**src/rtl/vga_timing_gen.sv**
```systemverilog
`default_nettype none
// ============================================================================
// Module      : vga_timing_gen
// Description : Parametrised VGA raster timing generator with a registered,
//               blanked RGB output stage one enabled cycle behind the counters.
// Revision    : 1.0 - initial release
// ============================================================================
module vga_timing_gen #(
    parameter int H_ACTIVE  = 1280,
    parameter int H_FRONT   = 64,
    parameter int H_SYNC    = 136,
    parameter int H_BACK    = 200,
    parameter int V_ACTIVE  = 800,
    parameter int V_FRONT   = 1,
    parameter int V_SYNC    = 3,
    parameter int V_BACK    = 24,
    parameter bit HSYNC_POL = 1'b0,
    parameter bit VSYNC_POL = 1'b1,
    parameter int COLOR_W   = 4,
    localparam int H_TOTAL  = H_ACTIVE + H_FRONT + H_SYNC + H_BACK,
    localparam int V_TOTAL  = V_ACTIVE + V_FRONT + V_SYNC + V_BACK,
    localparam int CNT_W    = $clog2((H_TOTAL > V_TOTAL) ? H_TOTAL : V_TOTAL)
) (
    input  logic               clk,
    input  logic               reset,
    input  logic               pix_en,
    output logic [CNT_W-1:0]   pixel_x,
    output logic [CNT_W-1:0]   pixel_y,
    output logic               pixel_req,
    input  logic [COLOR_W-1:0] in_red,
    input  logic [COLOR_W-1:0] in_green,
    input  logic [COLOR_W-1:0] in_blue,
    output logic               hsync,
    output logic               vsync,
    output logic               de,
    output logic [COLOR_W-1:0] o_red,
    output logic [COLOR_W-1:0] o_green,
    output logic [COLOR_W-1:0] o_blue,
    output logic               frame_start,
    output logic               line_start
);

    if (H_ACTIVE < 1 || H_FRONT < 1 || H_SYNC < 1 || H_BACK < 1 ||
        V_ACTIVE < 1 || V_FRONT < 1 || V_SYNC < 1 || V_BACK < 1 ||
        COLOR_W < 1) begin : g_bad_params
        $error("vga_timing_gen: timing parameters must be nonzero and COLOR_W >= 1");
    end

    localparam logic [CNT_W-1:0] C_H_LAST  = CNT_W'(H_TOTAL - 1);
    localparam logic [CNT_W-1:0] C_V_LAST  = CNT_W'(V_TOTAL - 1);
    localparam logic [CNT_W-1:0] C_H_ACT   = CNT_W'(H_ACTIVE);
    localparam logic [CNT_W-1:0] C_V_ACT   = CNT_W'(V_ACTIVE);
    localparam logic [CNT_W-1:0] C_HS_BEG  = CNT_W'(H_ACTIVE + H_FRONT);
    localparam logic [CNT_W-1:0] C_HS_END  = CNT_W'(H_ACTIVE + H_FRONT + H_SYNC - 1);
    localparam logic [CNT_W-1:0] C_VS_BEG  = CNT_W'(V_ACTIVE + V_FRONT);
    localparam logic [CNT_W-1:0] C_VS_END  = CNT_W'(V_ACTIVE + V_FRONT + V_SYNC - 1);

    logic [CNT_W-1:0]   r_h;
    logic [CNT_W-1:0]   r_v;
    logic               r_hsync;
    logic               r_vsync;
    logic               r_de;
    logic [COLOR_W-1:0] r_red;
    logic [COLOR_W-1:0] r_green;
    logic [COLOR_W-1:0] r_blue;
    logic               r_frame_start;
    logic               r_line_start;

    logic w_h_wrap;
    logic w_v_wrap;
    logic w_hs_act;
    logic w_vs_act;
    logic w_req;

    assign w_h_wrap = (r_h == C_H_LAST);
    assign w_v_wrap = (r_v == C_V_LAST);
    assign w_hs_act = (r_h >= C_HS_BEG) && (r_h <= C_HS_END);
    // vsync depends on the line counter only, so it switches at h=0 of a line
    assign w_vs_act = (r_v >= C_VS_BEG) && (r_v <= C_VS_END);
    assign w_req    = (r_h < C_H_ACT) && (r_v < C_V_ACT);

    always_ff @(posedge clk) begin
        if (reset) begin
            r_h           <= '0;
            r_v           <= '0;
            r_hsync       <= ~HSYNC_POL;
            r_vsync       <= ~VSYNC_POL;
            r_de          <= 1'b0;
            r_red         <= '0;
            r_green       <= '0;
            r_blue        <= '0;
            r_frame_start <= 1'b0;
            r_line_start  <= 1'b0;
        end else if (pix_en) begin
            r_h <= w_h_wrap ? '0 : r_h + 1'b1;
            if (w_h_wrap) begin
                r_v <= w_v_wrap ? '0 : r_v + 1'b1;
            end
            r_hsync       <= w_hs_act ? HSYNC_POL : ~HSYNC_POL;
            r_vsync       <= w_vs_act ? VSYNC_POL : ~VSYNC_POL;
            r_de          <= w_req;
            r_red         <= w_req ? in_red   : '0;
            r_green       <= w_req ? in_green : '0;
            r_blue        <= w_req ? in_blue  : '0;
            r_frame_start <= (r_h == '0) && (r_v == '0);
            r_line_start  <= (r_h == '0);
        end
    end

    assign pixel_x     = r_h;
    assign pixel_y     = r_v;
    assign pixel_req   = w_req;
    assign hsync       = r_hsync;
    assign vsync       = r_vsync;
    assign de          = r_de;
    assign o_red       = r_red;
    assign o_green     = r_green;
    assign o_blue      = r_blue;
    assign frame_start = r_frame_start;
    assign line_start  = r_line_start;

endmodule
`default_nettype wire

```
**config.mk**
```make
export PLATFORM = sky130hd
export DESIGN_NAME = vga_timing_gen
export DESIGN_NICKNAME = d
export VERILOG_FILES = /design/src/rtl/vga_timing_gen.sv
export SDC_FILE = /design/constraint.sdc
export NUM_CORES = 1
export LEC_CHECK = 0
export ABC_AREA = 1
export CORE_UTILIZATION = 30
export DETAILED_ROUTE_END_ITERATION = 6
export PLACE_DENSITY_LB_ADDON = 0.3
export SYNTH_ARGS = -nofsm -noshare
export SYNTH_HDL_FRONTEND = slang
export SYNTH_SLANG_ARGS = --single-unit
```
**constraint.sdc**
```tcl
create_clock -name clk -period 2.4 [get_ports clk]
set_input_delay 0.48 -clock clk [delete_from_list [all_inputs] [get_ports clk]]
set_output_delay 0.48 -clock clk [all_outputs]
set_load 0.02 [all_outputs]
```
Word-level counts from Yosys, hierarchy flattened
Index checks and enable logic that the tools add are counted.
{"block": "word_totals", "output_inout_bits": 40, "elab_cells": 34, "in_bits": 15, "reg_bits": 39}
{"block": "classes", "n_addsub": 2, "muxes": 7, "order_cmp": 6, "eq_ne": 2, "reduce_logical": 7}
{"operator": "11-bit by 1-bit adder with 11-bit output, second input constant", "count": 2}
{"operator": "11-bit logical NOT", "count": 2}
{"operator": "11-bit two-way mux", "count": 2}
{"operator": "4-bit two-way mux", "count": 3}
{"operator": "11-bit by 10-bit equality test with 1-bit output, second input constant", "count": 1}
{"operator": "11-bit equality test, second input constant", "count": 1}
{"operator": "11-bit by 10-bit >= comparator with 1-bit output, second input constant", "count": 1}
{"operator": "11-bit >= comparator, second input constant", "count": 1}
{"operator": "11-bit by 10-bit less-or-equal comparator with 1-bit output, second input constant", "count": 1}
{"operator": "11-bit less-or-equal comparator, second input constant", "count": 1}
{"operator": "11-bit by 10-bit less-than comparator with 1-bit output, second input constant", "count": 1}
{"operator": "11-bit less-than comparator, second input constant", "count": 1}
{"operator": "1-bit logical AND", "count": 4}
{"operator": "1-bit two-way mux", "count": 2}
{"operator": "2-bit AND reduction", "count": 1}

Logic depth before layout (Yosys ltp)
Gate-level depths: netlist of run 1.
{"block": "logic_depth", "word_depth": 3, "depth_mapped": 10, "depth_no_buf": 10}

Worst setup path before layout of run 1
OpenSTA, ideal clock, no wires.
{"block": "synth_timing", "path_kind": "register -> output", "startpoint": "reg r_v[7] (netlist: pixel_y[7])", "endpoint": "out pixel_req", "slack_ns": 0.703, "path_stages_with_launch": 8, "path_buffers": 1, "t_arrival_ns": 1.217, "path_cell_list": "dfxtp_1 -> buf_4 -> inv_1 -> nand2_1 -> nor2_2 -> nand2_2 -> nand2_2 -> nor2_1"}
{"block": "synth_between", "elab_chain_cells": 2}
{"item": "start: declaration", "line": "59", "rtl": "logic [CNT_W-1:0] r_v;"}
{"item": "start signal: assignment", "line": "97", "rtl": "r_v <= w_v_wrap ? '0 : r_v + 1'b1;"}
{"item": "11-bit by 10-bit less-than comparator with 1-bit output", "line": "80", "rtl": "assign w_req = (r_h < C_H_ACT) && (r_v < C_V_ACT);"}
{"item": "1-bit logical AND", "line": "80"}
{"item": "end: declaration", "line": "29", "rtl": "output logic pixel_req,"}
Every way passes these cells.

Worst setup path after layout of run 1
{"block": "layout_timing", "startpoint": "reg r_h[9] (netlist: pixel_x[9])", "endpoint": "out pixel_req"}
{"block": "layout_between", "elab_chain_cells": 2}
{"item": "start: declaration", "line": "58", "rtl": "logic [CNT_W-1:0] r_h;"}
{"item": "start signal: assignment", "line": "95", "rtl": "r_h <= w_h_wrap ? '0 : r_h + 1'b1;"}
{"item": "11-bit less-than comparator", "line": "80"}
{"item": "1-bit logical AND", "line": "80"}
Every way passes these cells.

==> reports/results.ini, run 1 <==
[floorplan]
dieHeight_um = 86.5
start_util_pct = 31.3
ioPinCount = 55
die_x_um = 86.5
design.die.area_um2 = 7480
std_cell_rows = 30
core_region_area_um2 = 6830

[worst_setup_path]
max_stage_delay_ns = 0.52
cell_count_of_the_worst_reg_to_reg_path = 8
worst_path_max_delay_cell = sky130_fd_sc_hd__dfxtp_1
worstPathCellList = inv_1 > a21oi_2 > nor2_1 > dlymetal6s2s_1
worst_ep_required_time_ns = 1.92
arrival_ns = 1.54
timing.reg2reg.setup_slack_ns = 0.60
crit_path_max_fanout = 9
crit_path_start_kind = flop
crit_path_end_kind = output pin
timing_worst_setup_path_type = flop to output pin

[worst_hold_path]
whs_path_depth = 2
hp-class = flop to flop

[route]
antenna_left = 0
route.detailed.drc = 0
drt-total-wl_mm = 5.72
routed_wire_length_per_instance_um = 12.1
firstDrtPassIters = 4
vias_per_cell = 4.62
vias = 2191
initialDrtViolationCount = 135

[finish]
nNetsFinal = 397
insertedDiodeCount = 0
layout.cells.most_common_list = sky130_fd_sc_hd__nand2_1 (84), sky130_fd_sc_hd__clkdlybuf4s50_1 (53), sky130_fd_sc_hd__nor2_1 (37)
syn2layout_area_growth_pct = 36.1
layout.cells.non_filler = 474
layout.cells.most_common = sky130_fd_sc_hd__nand2_1
layout.core_utilization_pct = 42.6
drive_above_1_share_pct = 8.20

[logic_synthesis]
synth-seq-area-share_pct = 36.5
synth_cell_types = 29
average_instance_area_after_synthesis_um2 = 6.71
synthesis.yosys.warnings = 0
synth_seq_cells = 39
netlist_instances = 319
syn-num-nets = 339
async_flop_share_pct = 0
synth_area_um2 = 2140
synth_edf_count = 0
synth_top_flop_cell = sky130_fd_sc_hd__dfxtp_1

[pwr]
vdd_ir_drop_max_v = 0.000233
leakage_nw = 1.13
post-layout-total-power_w = 0.00150
power_density_nw_per_um2 = 514

[timing]
finalHoldViolations = 0
timing.slew.headroom_pct = 65.3
grt_setup_unrepaired = no
final_total_negative_setup_slack_ns = 0
finalWorstPathRequiredPeriod_ns = 2.02
post-route-worst-setup-slack_ns = 0.377
finalSetupViolCount = 0
clock-skew-final_ns = 0.0109
worstMarginPinSlew_ns = 0.519
finalMaxSlewViolations = 0
max_clock_freq_mhz = 494
finalCritPeriodShare_pct = 84.3

[clock_tree]
numCtsBuffers = 5
depth_of_the_cts_h_tree = 2
cts-hold-fix-buffers = 0
cts.reportedPaths.clkPinSlew_ns = 0.08
clk_path_buf_depth = 2
clockRootBuffer = sky130_fd_sc_hd__clkbuf_8
tritoncts_clock_tree = built
cts_sink_count = 39
clk_lat_worst_skew_ns = 0.30

[placed_design]
placed_cells_incl_taps = 466
gp_congestion = 0.913
dp_hpwl_mm = 4.25
portBuffers = 54
post-place-ws_ns = 0.249

[global_route]
grt_antenna_before_repair = 0
first_pass_grt_wire_length_mm = 9.75
grt.overflow.total = 0
grt_pass1_vias = 2031
grt_start_max_net_pins = 27
grt_usage_pct = 16.7

[job]
maxCapViolations = 0

[outcome]
status = finished, final reports clean

## worst paths after layout
path,from,end
worst min-delay path,o_green[2],o_green[2]
worst max-delay path,pixel_x[9],pixel_req
worst max register to register,pixel_y[0],pixel_y[8]
worst min register to register,o_green[2],o_green[2]
## registers in the layout, indices dropped and copies added (netlist names)
name,count
de,1
frame_start,1
hsync,1
line_start,1
o_blue,4
o_green,4
o_red,4
pixel_x,11
pixel_y,11
vsync,1
## Yosys cell counts, types with 2 or more instances
cell / count / area (µm²)
sky130_fd_sc_hd__a21oi_1: 28 / 140
sky130_fd_sc_hd__a31oi_1: 2 / 12.5
sky130_fd_sc_hd__buf_2: 2 / 10.0
sky130_fd_sc_hd__buf_4: 3 / 22.5
sky130_fd_sc_hd__buf_6: 3 / 33.8
sky130_fd_sc_hd__dfxtp_1: 39 / 781
sky130_fd_sc_hd__ha_1: 5 / 62.6
sky130_fd_sc_hd__inv_1: 33 / 124
sky130_fd_sc_hd__nand2_1: 84 / 315
sky130_fd_sc_hd__nand2_2: 4 / 25.0
sky130_fd_sc_hd__nand3_1: 26 / 130
sky130_fd_sc_hd__nand4_1: 10 / 62.6
sky130_fd_sc_hd__nor2_1: 37 / 139
sky130_fd_sc_hd__nor2_2: 4 / 25.0
sky130_fd_sc_hd__nor3_1: 17 / 85.1
sky130_fd_sc_hd__nor3b_1: 3 / 22.5
sky130_fd_sc_hd__o21ai_0: 3 / 15.0
sky130_fd_sc_hd__xor2_1: 5 / 43.8
## per-stage QoR
step	hold slack, ns	cell area, µm²
after CTS	0.469	2910
after detailed placement	0.457	2770
after global routing	0.489	2910
final	0.466	2910
after global placement	0.452	2770
after floorplan	0.539	2140
## report_power, final
group / switching [W] / internal, W
Combinational: 0.0000759 / 0.0000725
Sequential: 0.0000120 / 0.000665
Clock: 0.000256 / 0.000415
Total: 0.000344 / 0.00115
## logic make-up after synthesis
logic type	Yosys count	share of synthesized area (%)
buf+inv	45	10.2
xor+xnor	5	2.05
compound gates	36	8.94
flops	39	36.5
fa+ha+maj	5	2.92
simple gates	189	39.4
## routing by layer
layer,routed length (µm),up-vias,share of wire [%],track usage (%)
met5,0,-,0,0
met1,2770,970,48,22.4
met3,363,9,6.3,4.38
met4,107,0,1.9,6.36
li1,-,1148,-,-
met2,2480,64,43,25.6
## worst max-delay path, delay by kind of cell (launching register included)
kind                   cells  cell delay, ns
AOI/OAI and AO/OA          1            0.27
and+or+nand+nor            1            0.08
buffers and inverters      2            0.38
DFF                        1            0.52
## repair_timing
item                       CTS  global route
setup endpoints to repair    1             1
resized for setup            3             2
buffers inserted             0             0
## area by class of cell
type,instances,area (µm²)
Fill cell,731,3920
Multi-Input combinational cell,235,1140
Sequential cell,39,785
Timing Repair Buffer,61,596
Inverter,35,131
Tap cell,96,120
Clock buffer,5,68.8
Clock inverter,3,67.6
Power figures use the tool's default switching activity.
==> inputs of run 2 (changes only) <==
Clock period 2.4 ns to 1.9 ns, I/O delays scaled along.
==> reports/results.ini, run 2 (synthesized netlist as in run 1, its figures left out) <==
[finish]
layout.cells.most_common = sky130_fd_sc_hd__nand2_1
drive_above_1_share_pct = 12.6
insertedDiodeCount = 0
finalInstanceArea_um2 = 3030
syn2layout_area_growth_pct = 41.4
fillerInstances = 714
nNetsFinal = 416
multiInputGateArea_um2 = 1160
layout.core_utilization_pct = 44.3
layout.cells.most_common_list = sky130_fd_sc_hd__nand2_1 (84), sky130_fd_sc_hd__clkdlybuf4s50_1 (52), sky130_fd_sc_hd__dfxtp_1 (38)
sequential_cell_area_um2 = 782

[clock_tree]
clk_path_buf_depth = 2
numCtsBuffers = 5
clockRootBuffer = sky130_fd_sc_hd__clkbuf_8
cts_sink_count = 39
cts.reportedPaths.clkPinSlew_ns = 0.08
clk_lat_worst_skew_ns = 0.30
cts-hold-fix-buffers = 0
depth_of_the_cts_h_tree = 2
post_cts_setup_buffer_count = 0
tritoncts_clock_tree = built

[pwr]
leakage_nw = 1.22
netSwitchingPower_w = 0.000436
power.share.switching_pct = 26.6
power.share.combinational_pct = 12.2
vdd_ir_drop_max_v = 0.000335
power_density_nw_per_um2 = 541
register_share_of_total_power_pct = 52.1
post-layout-total-power_w = 0.00164
clock_power_share_pct = 35.7
intPower_w = 0.00120

[worst_setup_path]
worst_path_max_delay_cell = sky130_fd_sc_hd__clkdlybuf4s50_1
timing_worst_setup_path_type = flop to output pin
worst_ep_required_time_ns = 1.52
arrival_ns = 1.44
worstPathCellList = buf_4 > clkdlybuf4s50_1
worstPathBufferInverterCount = 2
max_stage_delay_ns = 0.60
crit_path_start_kind = flop
crit_path_end_kind = output pin
crit_family = buffers and inverters
crit_path_max_fanout = 5

[route]
vias_per_cell = 4.68
initialDrtViolationCount = 141
drt-total-wl_mm = 5.81
firstDrtPassIters = 4
routed_wire_length_per_instance_um = 11.8
route.detailed.drc = 0
antenna_left = 0
vias = 2309

[global_route]
grt_pass1_vias = 2088
grt_antenna_before_repair = 0
grt_start_max_net_pins = 27
grt.overflow.total = 0
globalRoute.busiestLayer = met2
first_pass_grt_wire_length_mm = 9.60
grt_util_met2_pct = 25.5
globalRouteMet1Util_pct = 21.3
grt_usage_pct = 16.3
globalRouteMet3Util_pct = 5.33

[floorplan]
std_cell_rows = 30
start_util_pct = 31.3
dieHeight_um = 86.5
design.die.area_um2 = 7480
ioPinCount = 55
core_region_area_um2 = 6830
die_x_um = 86.5

[timing]
grt_setup_unrepaired = no
post-route-worst-setup-slack_ns = 0.0790
max_clock_freq_mhz = 549
timing.slew.headroom_pct = 73.9
worstMarginPinSlew_ns = 0.388
finalWorstPathRequiredPeriod_ns = 1.82
finalCritPeriodShare_pct = 95.8
clock-skew-final_ns = 0.00795
finalHoldViolations = 0
finalMaxSlewViolations = 0
finalSetupViolCount = 0

[outcome]
status = finished, final reports clean

[placed_design]
post-place-ws_ns = -0.0532
dp_hpwl_mm = 4.44
gp_congestion = 0.914
placed_cell_area_um2 = 2920
portBuffers = 54

[job]
maxCapViolations = 0

[worst_hold_path]
hp-class = flop to flop

## run 2: changes by cell type in the layout (fill, tap and decap cells not counted)
cell and change:
sky130_fd_sc_hd__clkinvlp_4 +1, sky130_fd_sc_hd__nor2_4 +1, sky130_fd_sc_hd__dfxtp_1 +2, sky130_fd_sc_hd__a31oi_1 -1, sky130_fd_sc_hd__clkdlybuf4s50_1 -1, sky130_fd_sc_hd__inv_6 +1
sky130_fd_sc_hd__buf_4 +18, sky130_fd_sc_hd__a31oi_2 +1, sky130_fd_sc_hd__buf_12 +1, sky130_fd_sc_hd__bufinv_16 -2, sky130_fd_sc_hd__clkbuf_2 +1, sky130_fd_sc_hd__nor2_2 -1
sky130_fd_sc_hd__dfxtp_2 -2
## run 2: what timing repair did
action	4_1_cts	5_1_grt
gates resized for setup	5	3
hold endpoints to repair	0	0
endpoints found under the setup margin	1	2
## run 2: per-stage QoR
step | hold slack, ns | std cells | setup TNS [ns]
detailed placement | 0.458 | 485 | -0.163
global placement | 0.453 | 485 | 0
finish | 0.468 | 493 | 0
global route | 0.486 | 493 | 0
CTS | 0.474 | 493 | 0
floorplan | 0.517 | 319 | 0
## run 2: power groups by stage
stage	combinational, W	sequential [W]	clock [W]
floorplan	0.0000708	0.000902	0
global placement	0.000201	0.000872	0
detailed placement	0.000202	0.000873	0
CTS	0.000203	0.000854	0.000617
global route	0.000217	0.000857	0.000651
finish	0.000201	0.000854	0.000585
## run 2: path summary, 6_finish.rpt
kind               from    endpoint  slack (ns)  depth (start not counted)
max          pixel_y[9]  pixel_y[9]        0.08                          2
min           o_blue[1]   o_blue[1]        0.47                          2
max reg2reg  pixel_y[2]  pixel_y[8]        0.30                          7
min reg2reg   o_blue[1]   o_blue[1]        0.47                          2
## run 2: layout make-up
type                    instances  area share [%]
flip-flops and latches         39            25.8
clock inverters                 3           0.785
clock buffers                   5            2.27
repair buffers                 80            24.6
inverters                      35            4.34
multi-input cells             235            38.2
well taps                      96            3.97
## run 2: worst min-delay path: stages, from the launching register on
cell and delay (ns):
sky130_fd_sc_hd__dfxtp_1 0.32, sky130_fd_sc_hd__nand2_1 0.06, sky130_fd_sc_hd__a21oi_1 0.05
## run 2: per-layer routing
metal	share of wire, %	wire length, µm	up-vias
met5	0	0	-
met4	1.4	81	0
met3	7.6	442	9
met2	44	2560	71
met1	47	2720	1036
li1	-	-	1193
==> inputs of run 3 (changes only) <==
Settings changed: GPL_ROUTABILITY_DRIVEN from default to 0, SKIP_LAST_GASP from default to 1.
==> reports/results.ini, run 3 (synthesized netlist as in run 1, its figures left out) <==
[worst_setup_path]
worst_path_max_delay_cell = sky130_fd_sc_hd__clkdlybuf4s50_1
worstPathCellList = buf_4 > clkdlybuf4s50_1
arrival_ns = 1.45
crit_path_start_kind = flop
crit_path_max_fanout = 5
worst_ep_required_time_ns = 1.52
timing_worst_setup_path_type = flop to output pin
max_stage_delay_ns = 0.60
crit_path_end_kind = output pin

[finish]
fillerInstances = 702
layout.cells.most_common_list = sky130_fd_sc_hd__nand2_1 (84), sky130_fd_sc_hd__clkdlybuf4s50_1 (52), sky130_fd_sc_hd__nor2_1 (37), sky130_fd_sc_hd__dfxtp_1 (37), sky130_fd_sc_hd__inv_1 (33)
nNetsFinal = 417
layout.core_utilization_pct = 44.5
drive_above_1_share_pct = 13.1
layout.cells.most_common = sky130_fd_sc_hd__nand2_1
sequential_cell_area_um2 = 783
syn2layout_area_growth_pct = 41.9
multiInputGateArea_um2 = 1160
insertedDiodeCount = 0

[timing]
finalCritPeriodShare_pct = 96.5
max_clock_freq_mhz = 545
worstMarginPinSlew_ns = 0.372
finalSetupViolCount = 0
timing.slew.headroom_pct = 74.9
finalMaxSlewViolations = 0
finalHoldViolations = 0
grt_setup_unrepaired = no
finalWorstPathRequiredPeriod_ns = 1.83
clock-skew-final_ns = 0.00929
finalHoldWorstSlack_ns = 0.471

[floorplan]
ioPinCount = 55
std_cell_rows = 30
dieHeight_um = 86.5
core_region_area_um2 = 6830
start_util_pct = 31.3
die_x_um = 86.5
design.die.area_um2 = 7480

[pwr]
vdd_ir_drop_max_v = 0.000299
leakage_nw = 1.23
power_density_nw_per_um2 = 542

[route]
route.detailed.drc = 0
routed_wire_length_per_instance_um = 11.9
initialDrtViolationCount = 95
vias = 2304
firstDrtPassIters = 4
vias_per_cell = 4.66
antenna_left = 0
drt-total-wl_mm = 5.90

[global_route]
grt_pass1_vias = 2196
globalRoute.busiestLayer = met2
grt_start_max_net_pins = 27
grt.overflow.total = 0
first_pass_grt_wire_length_mm = 10.0
globalRouteMet3Util_pct = 5.14
grt_antenna_before_repair = 0
globalRouteMet1Util_pct = 21.4
grt_usage_pct = 16.9
grt_util_met2_pct = 27.3

[clock_tree]
post_cts_setup_buffer_count = 0
depth_of_the_cts_h_tree = 2
numCtsBuffers = 5
clk_path_buf_depth = 2
tritoncts_clock_tree = built
cts_sink_count = 39
clockRootBuffer = sky130_fd_sc_hd__clkbuf_8
clk_lat_worst_skew_ns = 0.29
cts.reportedPaths.clkPinSlew_ns = 0.09

[placed_design]
portBuffers = 54
dp_hpwl_mm = 4.48

[outcome]
status = finished, final reports clean

[worst_hold_path]
hp-class = flop to flop

[job]
maxCapViolations = 0

==> run 3: changes by cell type in the layout (fill, tap and decap cells not counted) <==
cell,change
sky130_fd_sc_hd__clkinvlp_4,-1
sky130_fd_sc_hd__dfxtp_1,-1
sky130_fd_sc_hd__buf_4,+1
sky130_fd_sc_hd__dfxtp_2,+1
sky130_fd_sc_hd__clkinv_4,+2
sky130_fd_sc_hd__inv_6,-1
==> run 3: through the flow <==
| step | setup slack (ns) | total power (W) | setup TNS, ns | instance area, µm² | instances |
|---|---|---|---|---|---|
| after floorplan | 0.273 | 0.000973 | 0 | 2140 | 319 |
| after global placement | -0.0169 | 0.00107 | -0.0169 | 2930 | 486 |
| after detailed placement | -0.0857 | 0.00107 | -0.302 | 2930 | 486 |
| after CTS | 0.00385 | 0.00167 | 0 | 3030 | 494 |
| after global routing | 0.0141 | 0.00173 | 0 | 3040 | 494 |
| final | 0.0662 | 0.00165 | 0 | 3040 | 494 |
==> run 3: worst paths after layout <==
kind	endpoint	cells after the start	slack, ns	start
hold / removal	frame_start	2	0.47	frame_start
hold reg to reg	frame_start	2	0.47	frame_start
setup reg to reg	pixel_y[10]	8	0.29	pixel_x[1]
setup / recovery	pixel_y[9]	2	0.07	pixel_y[9]
==> run 3: final cells by class <==
| type | instances | area share, % |
|---|---|---|
| Multi-Input combinational cell | 235 | 38.1 |
| Sequential cell | 39 | 25.8 |
| Timing Repair Buffer | 81 | 24.8 |
| Inverter | 35 | 4.32 |
| Tap cell | 96 | 3.95 |
| Clock buffer | 5 | 2.27 |
| Clock inverter | 3 | 0.824 |
==> run 3: what timing repair did <==
action	4_1_cts	5_1_grt
hold buffers	0	0
endpoints found under the setup margin	1	3
cloned	0	0
pin swaps	0	0
gates resized for setup	4	5
==> run 3: routing by layer <==
layer	up-vias	wire length (µm)	part of all wire (%)
met4	0	70	1.2
met1	1028	2710	46
met3	8	436	7.4
met2	78	2690	46
met5	-	0	0
li1	1190	-	-
==> run 3: power breakdown <==
part | internal, W | switching (W)
registers | 0.000840 | 0.0000135
clock network | 0.000263 | 0.000329
logic | 0.000101 | 0.0000991
total | 0.00120 | 0.000442
==> run 3: worst max-delay path: cells and delay by family (launching register included) <==
kind | cells | cell delay, ns
buffers and inverters | 2 | 0.77
DFF | 1 | 0.39
==> patch 1, RTL diff (flow settings as in run 2) <==
The parameter `VSYNC_POL` goes from 1'b1 to 1'b0.
--- a/src/rtl/vga_timing_gen.sv
+++ b/src/rtl/vga_timing_gen.sv
@@ -17,3 +17,3 @@
     parameter bit HSYNC_POL = 1'b0,
-    parameter bit VSYNC_POL = 1'b1,
+    parameter bit VSYNC_POL = 1'b0,
     parameter int COLOR_W   = 4,
Behaviour: not the same (Yosys sat finds a counterexample within 4 cycles, from zero or initial values and one cycle with reset high).
==> patch 1 against run 2 <==
- sequential cell count unchanged
- non-clock buffer count down 5
- clock power up 43%
- area after synthesis up 0.94%
- sequential power up 0.5%
- total power up 16%
- register-to-register slack better by 0.03 ns
- final cell count down 2.0%
- fmax down 0.53%
- routed wire length up 1.3%
- worst setup slack worse by 0.0096 ns
- final area up 1.4%
- synthesized cell count down 1.3%
- largest cell class unchanged
==> patch 1: results (changes against run 2) <==
metric,value,unit,change
grtUsageMet2,27.99,%,was 25.54%
ys_top_cells_by_area,"dfxtp_1, nand2_1, inv_1, nor2_1, nand4_1",,"was dfxtp_1, nand2_1, a21oi_1, nor2_1, nand3_1"
crit_fanout,8,,was 5
grt_start_max_net_pins,22,,was 27
grt_pass1_vias,2107,,was 2088
dp_slack,0.006253,ns,was -0.05321 ns
leakagePower,1.336,nW,was 1.222 nW
placed_area,0.002920,sq mm,was 0.002922 sq mm
hold_ws,0.4674,ns,was 0.4681 ns
num-fill-cells,718,,was 714
synth_compound_area_share,8.396,%,was 8.942%
wl_met1,2815,um,was 2720 um
netlist_top_cells_count,"nand2_1, dfxtp_1, inv_1, nor2_1, nand3_1",,"was nand2_1, dfxtp_1, nor2_1"
grt_pass1_wl,9756,um,was 9604 um
r2r_cells,9,,was 7
worstHoldStart,o_red[3],,was o_blue[1]
crit_family,buffers and inverters,,unchanged
fin_worst_skew,0.009003,ns,was 0.007953 ns
drive_above_1_share,13.95,%,was 12.59%
critPathArrivalTime,1.45,ns,
syn_nets,335,,was 339
yosys.area_share.xor_xnor,1.621,%,was 2.046%
hold_end,o_red[3],,was o_blue[1]
syn_inst,315,,was 319
seq_area_frac_synth,36.13,%,was 36.47%
final.min_clock_period,1.831,ns,was 1.821 ns
wl_met3,242,um,was 442 um
multiInputGateArea,0.001170,sq mm,was 0.001156 sq mm
reg2reg_from,pixel_y[1],,was pixel_y[2]
nNetsFinal,406,,was 416
crit_path_end,pixel_y[4],,was pixel_y[9]
stdcell_count,483,,was 493
status,finished clean,,unchanged
dpl.hpwl,4395,um,was 4445 um
synth_mux_area_share,0,%,unchanged
placedCellCount,474,,was 485
track_usage,16.57,%,was 16.32%
highest_layer,met4,,unchanged
place_congestion,0.8451,,was 0.9137
drt_iter0_markers,82,,was 141
route.met2.wl,2735,um,was 2563 um
gr-usage-met1,20.79,%,was 21.34%
use_met3,2.938,%,was 5.333%
rrSetupSlack,0.33,ns,was 0.30 ns
slew_headroom,75.90,%,was 73.92%
critical_path.startpoint,pixel_y[4],,was pixel_y[9]
ir_worst_vdd,0.2772,mV,was 0.3346 mV
slowest_delay,0.67,ns,was 0.60 ns
wl,5883,um,was 5809 um
synthAdderAreaFrac,2.895,%,was 2.922%
crit_slowest_cell,clkdlybuf4s50_1,,unchanged
==> patch 1: cell types whose count changed in the layout (fill, tap and decap cells not counted), moves of 4 or more <==
cell     change
nand2_1     -10
a21oi_1      -5
buf_4        -5
o21ai_0      +4
nand4_1     +10
inv_1        +5
nor3_1      -10
==> patch 1: what timing repair did <==
item,CTS,global route
gates resized for setup,3,5
setup buffers,0,1
pin swaps,0,1
endpoints found under the hold margin,0,0
endpoints found under the setup margin,1,5
==> patch 1: cell type report <==
type,count,area share (%)
multi-input combinational,225,38.12
sequential,39,25.56
timing repair buffer,75,23.07
inverter,40,4.892
tap,96,3.914
clock buffer,5,2.242
clock inverter,3,2.201
==> patch 1: tightest hold or removal path, delay by kind of cell, from the launching register on <==
family / cells / cell delay (ns)
simple gates: 1 / 0.06
compound gates: 1 / 0.05
flops: 1 / 0.31
==> patch 1: report_power, final <==
part,total [mW],internal (mW),switching (mW),leakage (nW)
combinational,0.206,0.0995,0.106,0.952
sequential,0.858,0.843,0.0156,0.320
clock,0.837,0.524,0.314,0.0644
==> patch 2, RTL diff (flow settings as in run 2) <==
Without the edit above. Add an input register stage for `pix_en`, `in_red`, `in_green` and `in_blue`; this delays them by one clock.
--- a/src/rtl/vga_timing_gen.sv
+++ b/src/rtl/vga_timing_gen.sv
@@ -41,2 +41,14 @@
 );
+
+    logic pix_en_q;
+    logic [COLOR_W-1:0] in_red_q;
+    logic [COLOR_W-1:0] in_green_q;
+    logic [COLOR_W-1:0] in_blue_q;
+
+    always_ff @(posedge clk) begin
+        pix_en_q   <= pix_en;
+        in_red_q   <= in_red;
+        in_green_q <= in_green;
+        in_blue_q  <= in_blue;
+    end
 
@@ -93,3 +105,3 @@
             r_line_start  <= 1'b0;
-        end else if (pix_en) begin
+        end else if (pix_en_q) begin
             r_h <= w_h_wrap ? '0 : r_h + 1'b1;
@@ -101,5 +113,5 @@
             r_de          <= w_req;
-            r_red         <= w_req ? in_red   : '0;
-            r_green       <= w_req ? in_green : '0;
-            r_blue        <= w_req ? in_blue  : '0;
+            r_red         <= w_req ? in_red_q : '0;
+            r_green       <= w_req ? in_green_q : '0;
+            r_blue        <= w_req ? in_blue_q : '0;
             r_frame_start <= (r_h == '0) && (r_v == '0);
Function: changed (Yosys sat finds a counterexample within 4 cycles, from zero or initial values and one cycle with reset high).
==> patch 2 against run 2 <==
- total power up 29%
- worst hold slack worse by 0.022 ns
- final area up 6.7%
- routed wire length up 3.0%
- area after synthesis up 12%
- synthesized cell count up 2.5%
- sequential cell count up 13
- die area up 11%
- worst setup slack better by 0.027 ns
- largest cell class unchanged
- highest routed layer unchanged
==> patch 2: results (changes against run 2) <==
metric,value,unit,change
critPathArrivalTime,1.41,ns,was 1.44 ns
p_int,1.609,mW,was 1.204 mW
placed_area,0.003113,sq mm,was 0.002922 sq mm
dp_slack,0.1182,ns,was -0.05321 ns
route.met2.wl,2592,um,was 2563 um
wl,5981,um,was 5809 um
switching_share,23.79,%,was 26.58%
place_congestion,0.8808,,was 0.9137
track_usage,15.11,%,was 16.32%
final.min_clock_period,1.794,ns,was 1.821 ns
drive_above_1_share,12.18,%,was 12.59%
worstHoldStart,in_blue_q[2],,was o_blue[1]
seq_area_frac_synth,43.54,%,was 36.47%
grtUsageMet2,23.30,%,was 25.54%
leakagePower,1.261,nW,was 1.222 nW
grt_pass1_vias,2161,,was 2088
clk_path_buf_depth,2,,unchanged
dpl.hpwl,4469,um,was 4445 um
netlist_top_cells_count,"nand2_1, dfxtp_1, nor2_1",,unchanged
syn_inst,327,,was 319
num_vias,2271,,was 2309
ys_types,34,,was 29
p_clk,773,uW,was 585 uW
viasPerCell,4.579,,was 4.684
gr-usage-met1,19.76,%,was 21.34%
antenna_left,0,,unchanged
ir_worst_vdd,0.3390,mV,was 0.3346 mV
hold_ws,0.4459,ns,was 0.4681 ns
reg2reg_from,pixel_x[0],,was pixel_y[2]
drt_iter0_markers,138,,was 141
wl_met1,2897,um,was 2720 um
nNetsFinal,413,,was 416
status,finished clean,,unchanged
rrSetupSlack,0.32,ns,was 0.30 ns
antenna_found_initial,0,,unchanged
ys.flop_type,dfxtp_1,,unchanged
ys_top_cells_by_area,"dfxtp_1, nand2_1, nor2_1, a21oi_1, nand3_1",,"was dfxtp_1, nand2_1, a21oi_1, nor2_1, nand3_1"
clk_pin_slew,0.10,ns,was 0.08 ns
hold_end,o_blue[2],,was o_blue[1]
crit_fanout,4,,was 5
syn_nets,347,,was 339
ctsResizeCount,2,,was 5
power_frac_seq,54.4,%,was 52.1%
grt_pass1_wl,10110,um,was 9604 um
fin_worst_skew,0.01191,ns,was 0.007953 ns
wl_met3,345,um,was 442 um
use_met3,4.104,%,was 5.333%
placedCellCount,488,,was 485
patch 2: cell types whose count changed after synthesis, moves of 4 or more:
cell      delta
clkbuf_1     +5
dfxtp_1     +13
inv_1        -6
inv_2        +5
nand4_1      -5
nor2_1       +4
patch 2: area by class of cell:
| cell class | instances | area (sq um) |
|---|---|---|
| Tap cell | 102 | 127.6 |
| Multi-Input combinational cell | 232 | 1172 |
| Clock inverter | 3 | 42.54 |
| Sequential cell | 52 | 1046 |
| Fill cell | 780 | 4497 |
| Inverter | 34 | 132.6 |
| Timing Repair Buffer | 68 | 640.6 |
| Clock buffer | 5 | 68.82 |
patch 2: cells by family after synthesis:
kind of cell / after synthesis / synth area share (%)
xor+xnor: 6 / 2.198
simple gates: 184 / 35.95
fa+ha+maj: 5 / 2.616
flops: 52 / 43.54
compound gates: 37 / 8.006
buf+inv: 43 / 7.692
patch 2: worst min-delay path: stages (launching register included):
cell and delay (ns):
dfxtp_1 0.31, nand2_1 0.05, a21oi_1 0.05
